## src/rtl/cpu_pkg.sv

```systemverilog
// Shared CPU definitions: word width, reset defaults,
// fetch FSM states and the IF/ID bundle.
package cpu_pkg;

  localparam int XLEN = 32;

  localparam logic [XLEN-1:0] RESET_PC_DEF  = 32'h0000_0000;
  localparam logic [XLEN-1:0] NOP_INSTR_DEF = 32'h0000_0000;
  localparam logic [XLEN-1:0] INSTR_BYTES   = 32'd4;

  typedef enum logic [1:0] {
    IDLE,
    FETCH,
    BUF_FULL,
    DISCARD
  } fetch_state_e;

  typedef struct packed {
    logic [XLEN-1:0] instr;
    logic [XLEN-1:0] pc_plus4;
    logic            valid;
  } if_id_t;

endpackage

```

## src/rtl/fetch_skid_buf.sv

```systemverilog
// One-entry holding buffer for an instruction that returns
// while Decode is stalled.
module fetch_skid_buf
  import cpu_pkg::*;
(
  input  logic            clk,
  input  logic            rst_n,
  input  logic            i_load,
  input  logic            i_drain,
  input  logic            i_clear,
  input  logic [XLEN-1:0] i_data,
  input  logic [XLEN-1:0] i_pc,
  output logic            o_valid,
  output logic [XLEN-1:0] o_data,
  output logic [XLEN-1:0] o_pc
);

  logic            r_valid;
  logic [XLEN-1:0] r_data;
  logic [XLEN-1:0] r_pc;

  always_ff @(posedge clk or negedge rst_n) begin
    if (!rst_n) begin
      r_valid <= 1'b0;
      r_data  <= '0;
      r_pc    <= '0;
    end else if (i_clear || i_drain) begin
      r_valid <= 1'b0;
    end else if (i_load) begin
      r_valid <= 1'b1;
      r_data  <= i_data;
      r_pc    <= i_pc;
    end
  end

  assign o_valid = r_valid;
  assign o_data  = r_data;
  assign o_pc    = r_pc;

endmodule

```

## src/rtl/fetch_stage.sv

```systemverilog
// Instruction fetch: PC register, imem handshake FSM and
// the IF/ID pipeline register.
module fetch_stage
  import cpu_pkg::*;
#(
  parameter logic [XLEN-1:0] RESET_PC  = RESET_PC_DEF,
  parameter logic [XLEN-1:0] NOP_INSTR = NOP_INSTR_DEF
) (
  input  logic            clk,
  input  logic            rst_n,
  input  logic            stall_F,
  input  logic            stall_D,
  input  logic            pc_src_D,
  input  logic [XLEN-1:0] pc_branch_D,
  output logic            imem_req,
  output logic [XLEN-1:0] imem_addr,
  input  logic            imem_ack,
  input  logic [XLEN-1:0] imem_rdata,
  output logic [XLEN-1:0] pc_F,
  output logic [XLEN-1:0] instr_D,
  output logic [XLEN-1:0] pc_plus4_D,
  output logic            valid_D
);

  fetch_state_e    r_state, w_nxt;
  logic [XLEN-1:0] r_pc, r_old, w_pc_nxt, w_pc_inc;
  logic            r_req, w_req_nxt;
  if_id_t          r_ifid, w_ifid_nxt;
  logic            w_redirect, w_ack;
  logic            w_ld_mem, w_ld_buf, w_buf_ld;
  logic            w_buf_vld;
  logic [XLEN-1:0] w_buf_data, w_buf_pc;

  assign w_redirect = pc_src_D & ~stall_D;
  assign w_ack      = imem_ack & r_req;
  assign w_pc_inc   = r_pc + INSTR_BYTES;

  assign w_ld_mem = (r_state == FETCH) & w_ack
                  & ~stall_D & ~w_redirect;
  assign w_ld_buf = (r_state == BUF_FULL) & w_buf_vld
                  & ~stall_D & ~w_redirect;
  assign w_buf_ld = (r_state == FETCH) & w_ack & stall_D;

  fetch_skid_buf u_buf (
    .clk     (clk),
    .rst_n   (rst_n),
    .i_load  (w_buf_ld),
    .i_drain (w_ld_buf),
    .i_clear (w_redirect),
    .i_data  (imem_rdata),
    .i_pc    (r_pc),
    .o_valid (w_buf_vld),
    .o_data  (w_buf_data),
    .o_pc    (w_buf_pc)
  );

  always_ff @(posedge clk or negedge rst_n) begin
    if (!rst_n) r_state <= IDLE;
    else        r_state <= w_nxt;
  end

  always_comb begin
    w_nxt = r_state;
    unique case (r_state)
      IDLE:     w_nxt = FETCH;
      FETCH: begin
        if (w_ack && stall_D)
          w_nxt = BUF_FULL;
        else if (w_redirect && r_req && !w_ack)
          w_nxt = DISCARD;
      end
      BUF_FULL: if (!stall_D) w_nxt = FETCH;
      DISCARD:  if (w_ack) w_nxt = FETCH;
      default:  w_nxt = IDLE;
    endcase
  end

  always_comb begin
    w_req_nxt = 1'b0;
    unique case (r_state)
      FETCH:   w_req_nxt = r_req ? ~w_ack : ~stall_F;
      DISCARD: w_req_nxt = ~w_ack;
      default: w_req_nxt = 1'b0;
    endcase

    w_pc_nxt = r_pc;
    unique case (1'b1)
      w_redirect:         w_pc_nxt = pc_branch_D;
      w_ld_mem, w_ld_buf: w_pc_nxt = w_pc_inc;
      default:            w_pc_nxt = r_pc;
    endcase

    // Anything not loaded or held becomes a bubble.
    w_ifid_nxt = if_id_t'{instr:    NOP_INSTR,
                          pc_plus4: r_ifid.pc_plus4,
                          valid:    1'b0};
    unique case (1'b1)
      w_redirect: ;
      stall_D:    w_ifid_nxt = r_ifid;
      w_ld_mem:
        w_ifid_nxt = if_id_t'{instr:    imem_rdata,
                              pc_plus4: w_pc_inc,
                              valid:    1'b1};
      w_ld_buf:
        w_ifid_nxt = if_id_t'{instr:    w_buf_data,
                              pc_plus4: w_buf_pc + INSTR_BYTES,
                              valid:    1'b1};
      default: ;
    endcase
  end

  always_ff @(posedge clk or negedge rst_n) begin
    if (!rst_n) begin
      r_pc   <= RESET_PC;
      r_old  <= RESET_PC;
      r_req  <= 1'b0;
      r_ifid <= if_id_t'{instr:    NOP_INSTR,
                         pc_plus4: '0,
                         valid:    1'b0};
    end else begin
      r_pc   <= w_pc_nxt;
      r_req  <= w_req_nxt;
      r_ifid <= w_ifid_nxt;
      if (r_state == FETCH && w_nxt == DISCARD)
        r_old <= r_pc;
    end
  end

  // The abandoned request keeps its address until memory answers.
  assign imem_addr  = (r_state == DISCARD) ? r_old : r_pc;
  assign imem_req   = r_req;
  assign pc_F       = r_pc;
  assign instr_D    = r_ifid.instr;
  assign pc_plus4_D = r_ifid.pc_plus4;
  assign valid_D    = r_ifid.valid;

endmodule

```

## config.mk

```make
export PLATFORM = sky130hd
export DESIGN_NAME = fetch_stage
export DESIGN_NICKNAME = d
export VERILOG_FILES = /design/src/rtl/cpu_pkg.sv /design/src/rtl/fetch_skid_buf.sv /design/src/rtl/fetch_stage.sv
export SDC_FILE = /design/constraint.sdc
export NUM_CORES = 1
export LEC_CHECK = 0
export BUFFER_PORTS_ARGS = -buffer_cell sky130_fd_sc_hd__clkbuf_2
export CAP_MARGIN = 0
export CORE_ASPECT_RATIO = 1.5
export CORE_MARGIN = 8
export CORE_UTILIZATION = 34
export DETAILED_ROUTE_END_ITERATION = 16
export GPL_TIMING_DRIVEN = 0
export PLACE_DENSITY_LB_ADDON = 0.1
export RECOVER_POWER = 25
export SLEW_MARGIN = 10
export SYNTH_ARGS = -nofsm -noshare
export SYNTH_HDL_FRONTEND = slang
export SYNTH_SLANG_ARGS = --single-unit
```

## constraint.sdc

```tcl
create_clock -name clk -period 2.2 [get_ports clk]
set_input_delay 0 -clock clk [delete_from_list [all_inputs] [get_ports clk]]
set_output_delay 0 -clock clk [all_outputs]
set_load 0.005 [all_outputs]
```

After elaboration in Yosys (flattened, before gate mapping)
Index checks and enable logic that the tools add are counted.
{"block": "word_totals", "register_bits": 197, "elab_cells": 55}
{"block": "op_classes", "addsub": 2, "n_eq_ne": 4, "n_mux": 12, "n_bitwise": 14, "reduce_logical": 13}
{"operator": "$pmux 65 s3", "n": 1}
{"operator": "$add 32x3->32 const B", "n": 2}
{"operator": "$pmux 32 s2", "n": 1}
{"operator": "$mux 32", "n": 1}
{"operator": "$and 1x1->1", "n": 9}
{"operator": "$mux 2", "n": 4}
{"operator": "$pmux 2 s4", "n": 1}
{"operator": "$eq 2x2->1 const B", "n": 3}
{"operator": "$reduce_bool 2->1", "n": 3}
{"operator": "$not 1->1", "n": 5}
{"operator": "$logic_and 1x1->1", "n": 4}
{"operator": "$reduce_and 2->1", "n": 2}
{"operator": "$mux 1", "n": 3}
{"operator": "$eq 2x1->1 const B", "n": 1}
{"operator": "$logic_not 2->1", "n": 1}
{"operator": "$pmux 1 s2", "n": 1}
{"operator": "$reduce_or 2->1", "n": 1}
{"operator": "$logic_not 1->1", "n": 1}
{"operator": "$logic_or 1x1->1", "n": 1}

Depth between registers and ports, before layout
{"block": "logic_depth", "ltp_word": 9, "ltp_mapped": 8, "mapped_depth_nobuf": 6}

Modules after synthesis
From an unflattened synthesis, not the netlist that was laid out.
{"block": "hier_totals", "hier_cells": 874, "hier_area_um2": 10014.6}
{"mod": "fetch_stage", "instances": 1, "cells_per_inst": 735, "area_per_inst_um2": 7289.5, "seq_area_each_um2": 3303.2}
{"mod": "fetch_skid_buf", "instances": 1, "cells_per_inst": 139, "area_per_inst_um2": 2725.1, "seq_area_each_um2": 1626.6}

Worst setup path after synthesis
Ideal clock, no wire load.
{"block": "synth_timing", "path_type": "register -> register", "startpoint": "register r_pc[3], in the netlist pc_F[3]", "endpoint": "register r_ifid, in the netlist pc_plus4_D[12]", "setup_time_ns": 0.142, "t_arrival_ns": 1.789, "required_ns": 2.058, "slack_ns": 0.269, "stages_incl_launch_ff": 7, "path_buffers": 1, "path_cell_list": "dfrtp_1 -> ha_1 -> buf_2 -> nand2_1 -> or4_2 -> xor2_1 -> o221ai_1"}
{"block": "synth_via", "elab_chain_len": 2}
{"item": "start, declared", "line_no": "fetch_stage.sv:26", "rtl": "logic [XLEN-1:0] r_pc, r_old, w_pc_nxt, w_pc_inc;"}
{"item": "start signal, assigned", "line_no": "fetch_stage.sv:121", "rtl": "r_pc <= w_pc_nxt;"}
{"item": "$add 32x3->32", "line_no": "fetch_stage.sv:36", "rtl": "assign w_pc_inc = r_pc + INSTR_BYTES;"}
{"item": "$pmux 65 s3", "line_no": "fetch_stage.sv:97", "rtl": "unique case (1'b1)"}
{"item": "end signal, assigned", "line_no": "fetch_stage.sv:117", "rtl": "r_ifid <= if_id_t'{instr: NOP_INSTR,"}
{"item": "end signal, assigned", "line_no": "fetch_stage.sv:123", "rtl": "r_ifid <= w_ifid_nxt;"}
{"item": "end, declared", "line_no": "fetch_stage.sv:28", "rtl": "if_id_t r_ifid, w_ifid_nxt;"}
No other way between the ends.
A chain may end at the register's enable or synchronous reset.

Final worst setup path
{"block": "layout_timing", "startpoint": "register r_pc[2], in the netlist pc_F[2]", "endpoint": "register r_pc[24], in the netlist pc_F[24]"}
{"block": "layout_via", "elab_chain_len": 2}
{"item": "$add 32x3->32", "line_no": "fetch_stage.sv:36"}
{"item": "$pmux 32 s2", "line_no": "fetch_stage.sv:87", "rtl": "unique case (1'b1)"}
No other way between the ends.

==> flow_summary.json <==
{
  "status": "finished, final reports clean",
  "routed_wirelength_mm": 33.6,
  "diodes": 0,
  "synthToLayoutAreaGrowth_pct": 30.3,
  "cap_violations": 0,
  "worst-slew-pin-transition_ns": 1.21,
  "final_nets": 1244,
  "cp_num_buf_inv": 1,
  "dr.pass1.iters": 8,
  "p_clk_share_pct": 22.4,
  "path_cells": "ha_1 > buf_2 > nand2_1 > nor4_2 > nand4_1 > a21o_1 > a22o_1",
  "cts_buffer_depth": 2,
  "cp-endpoint": "pc_F[24]",
  "reg2regPathDepth": 7,
  "startpoint_type": "register",
  "clock_sinks": 197,
  "start_util_pct": 34.2,
  "synth_edf_count": 0,
  "timing_worst_setup_path_type": "register to register",
  "cp_max_fo": 8,
  "worstSetupPathDepth": 7,
  "required_ns": 2.53,
  "total_power_mw": 14.6,
  "clk_latency_ns": 0.44,
  "seq_power_share_pct": 42.0,
  "nFillCells": 2809,
  "grt_max_degree": 79,
  "peakVddDrop_mv": 0.635,
  "fin_cells": 1536,
  "path_clk_slew_ns": 0.07,
  "fin_crit_ns": 2.17,
  "rsz0062_at_grt": "yes",
  "swShare_pct": 35.2,
  "critPathMaxStageDelay_ns": 0.41,
  "cts_tree": "yes",
  "drt_iter0_drc": 462,
  "power.switching_mw": 5.14,
  "overflow": 0,
  "timing.rr.start": "pc_F[2]",
  "grt_first_pass_wirelength_mm": 51.8,
  "slew_headroom_pct": 19.0,
  "syn-num-nets": 951,
  "pwr-share-comb_pct": 35.6,
  "grt_pass1_vias": 8771,
  "wl_per_cell_um": 21.9,
  "antenna_left": 0,
  "ys_ff_latch": 197,
  "h-tree-depth": 4,
  "r2r-end": "pc_F[24]",
  "syn_area_per_cell_um2": 11.1,
  "hp-class": "input pin to register",
  "vias": 8184,
  "port_buffers": 199,
  "synth_top_flop_cell": "dfrtp_1",
  "setup_tns_ns": 0,
  "crit_family": "simple AND/OR/NAND/NOR gates",
  "top_level_ports": 200,
  "hold_viol": 0,
  "final_max_slew_viol_count": 0,
  "dp_cells": 1431,
  "grt_antenna_before_repair": 0,
  "vias_per_cell": 5.33,
  "fp.dieH_um": 223,
  "async_flop_share_pct": 100,
  "yosysWarnings": 0,
  "cts_buffers": 17,
  "critPathLaunch": "pc_F[2]",
  "rows": 76,
  "track_usage_pct": 19.6,
  "syn_area_mm2": 0.00972,
  "hpwl_mm": 25.2,
  "ys_types": 58,
  "place.gp.congestion": 0.825,
  "syn_inst": 879,
  "intPower_mw": 9.46,
  "powerDensity_mw_per_mm2": 1150,
  "dieArea_mm2": 0.0344,
  "r2r_slack_ns": 0.03,
  "cpMaxStageDelayCell": "nor4_2",
  "clock_skew_ns": 0.0110,
  "critPathCaptureType": "register",
  "drive_gt1_share_pct": 36.5,
  "leakage_nw": 5.95,
  "fmax_ghz": 0.461,
  "crit_arrival_ns": 2.50,
  "setup_viol": 0,
  "fp.dieW_um": 154,
  "core_mm2": 0.0284,
  "drc": 0,
  "finalCritPeriodShare_pct": 98.6,
  "cts_root_buffer": "clkbuf_16",
  "ys_seq_area_share_pct": 50.7
}
layer usage:
| layer | GRT usage [%] | up-vias | wire length, µm |
|---|---|---|---|
| li1 | - | 3810 | - |
| met1 | 20.7 | 4087 | 12600 |
| met2 | 35.9 | 236 | 18000 |
| met3 | 4.80 | 51 | 1780 |
| met4 | 9.04 | 0 | 1200 |
| met5 | 0 | - | 0 |
power by group through the flow:
stage | Combinational (mW) | Sequential, mW | Clock, mW
2_1_floorplan | 3.09 | 5.87 | 0
3_3_place_gp | 5.08 | 6.15 | 0
3_5_place_dp | 5.13 | 6.20 | 0
4_1_cts | 5.35 | 6.11 | 3.36
5_1_grt | 5.71 | 6.31 | 3.49
6_report | 5.19 | 6.13 | 3.27
flip-flops by register name (all words and copies together), names as in the netlist:
signal	cells
imem_req	1
instr_D	32
pc_F	32
pc_plus4_D	32
r_old	32
r_state	2
u_buf.o_data	32
u_buf.o_pc	32
u_buf.o_valid	1
valid_D	1
kinds of logic (layout without fill, tap and decap cells):
family          Yosys count  in the layout  synth area share (%)
flops                   197            197                  50.7
compound gates          178            178                  13.5
buf+inv                 117            423                  5.22
simple gates            211            211                  11.4
xor+xnor                 50             50                  4.51
mux                     124            124                  14.4
fa+ha+maj                 2              2                 0.258
through the flow:
step	utilization, %	hold WS (ns)	setup slack, ns	area, µm²
3_5_place_dp	39.4	-0.0212	-0.432	11200
4_1_cts	44.5	0.0227	0.0146	12600
2_1_floorplan	-	-0.296	0.269	9720
3_3_place_gp	39.2	0.170	-3.07	11200
6_report	44.5	0.0337	0.0316	12700
5_1_grt	44.5	0.0833	-0.0595	12700
cell usage after synthesis, drive strengths merged, types with 9 or more instances:
master  count  area, µm²
and4       10       90.1
nand4      15        115
mux2      123       1390
o21ai      38        190
xnor2      30        263
a222oi     32        320
nand3      28        140
inv        42        158
and3        9       56.3
dfrtp     197       4930
nor3       10       50.1
a21oi      19       95.1
o221ai     14        123
xor2       20        175
o31ai      11       82.6
nor4       10       92.6
nor2       23       86.3
nand2      87        327
a22oi      16        120
buf        40        215
clkbuf     35        134
area by class of cell:
class	instances	area (µm²)	area share (%)
Inverter	42	158	1.25
Clock buffer	18	429	3.39
Timing Repair Buffer	276	1750	13.9
Buffer	73	367	2.90
Multi-Input combinational cell	565	4410	34.8
Sequential cell	197	4930	39.0
Tap cell	351	439	3.47
Clock inverter	14	174	1.37
worst register-to-register path, stage by stage, from the launching register on:
cell     delay, ns
dfrtp_1       0.38
ha_1          0.15
buf_2         0.21
nand2_1       0.20
nor4_2        0.41
nand4_1       0.26
a21o_1        0.25
a22o_1        0.22
repair_timing:
item                       in CTS  in global routing
hold buffers                   69                  0
setup endpoints to repair     111                 48
gates resized for setup        20                 21
hold endpoints to repair      295                  0
pin swaps                       2                  1
setup buffers                   6                  0
worst min-delay path by stage:
stage / slack (ns) / depth (start not counted) / endpoint / from
5_1_grt: 0.08 / 4 / r_state[1] / imem_ack
3_5_place_dp: -0.02 / 1 / pc_plus4_D[27] / rst_n
6_report: 0.03 / 4 / r_state[1] / imem_ack
4_1_cts: 0.02 / 4 / r_state[1] / imem_ack
2_1_floorplan: -0.30 / 0 / imem_req / rst_n
3_3_place_gp: 0.17 / 2 / imem_req / stall_F
layout by cell type, fill, tap and decap left out, types with 16 or more instances in the layout:
| cell type | count |
|---|---|
| a22oi_1 | 16 |
| o21ai_0 | 36 |
| dfrtp_1 | 196 |
| clkbuf_2 | 208 |
| a222oi_1 | 32 |
| clkbuf_16 | 17 |
| nor2_1 | 20 |
| nand3_1 | 27 |
| buf_2 | 26 |
| a21oi_1 | 19 |
| dlygate4sd3_1 | 69 |
| nand2_1 | 87 |
| mux2_2 | 123 |
| xnor2_1 | 28 |
| clkbuf_1 | 25 |
| inv_1 | 42 |
Power figures use the tool's default switching activity.
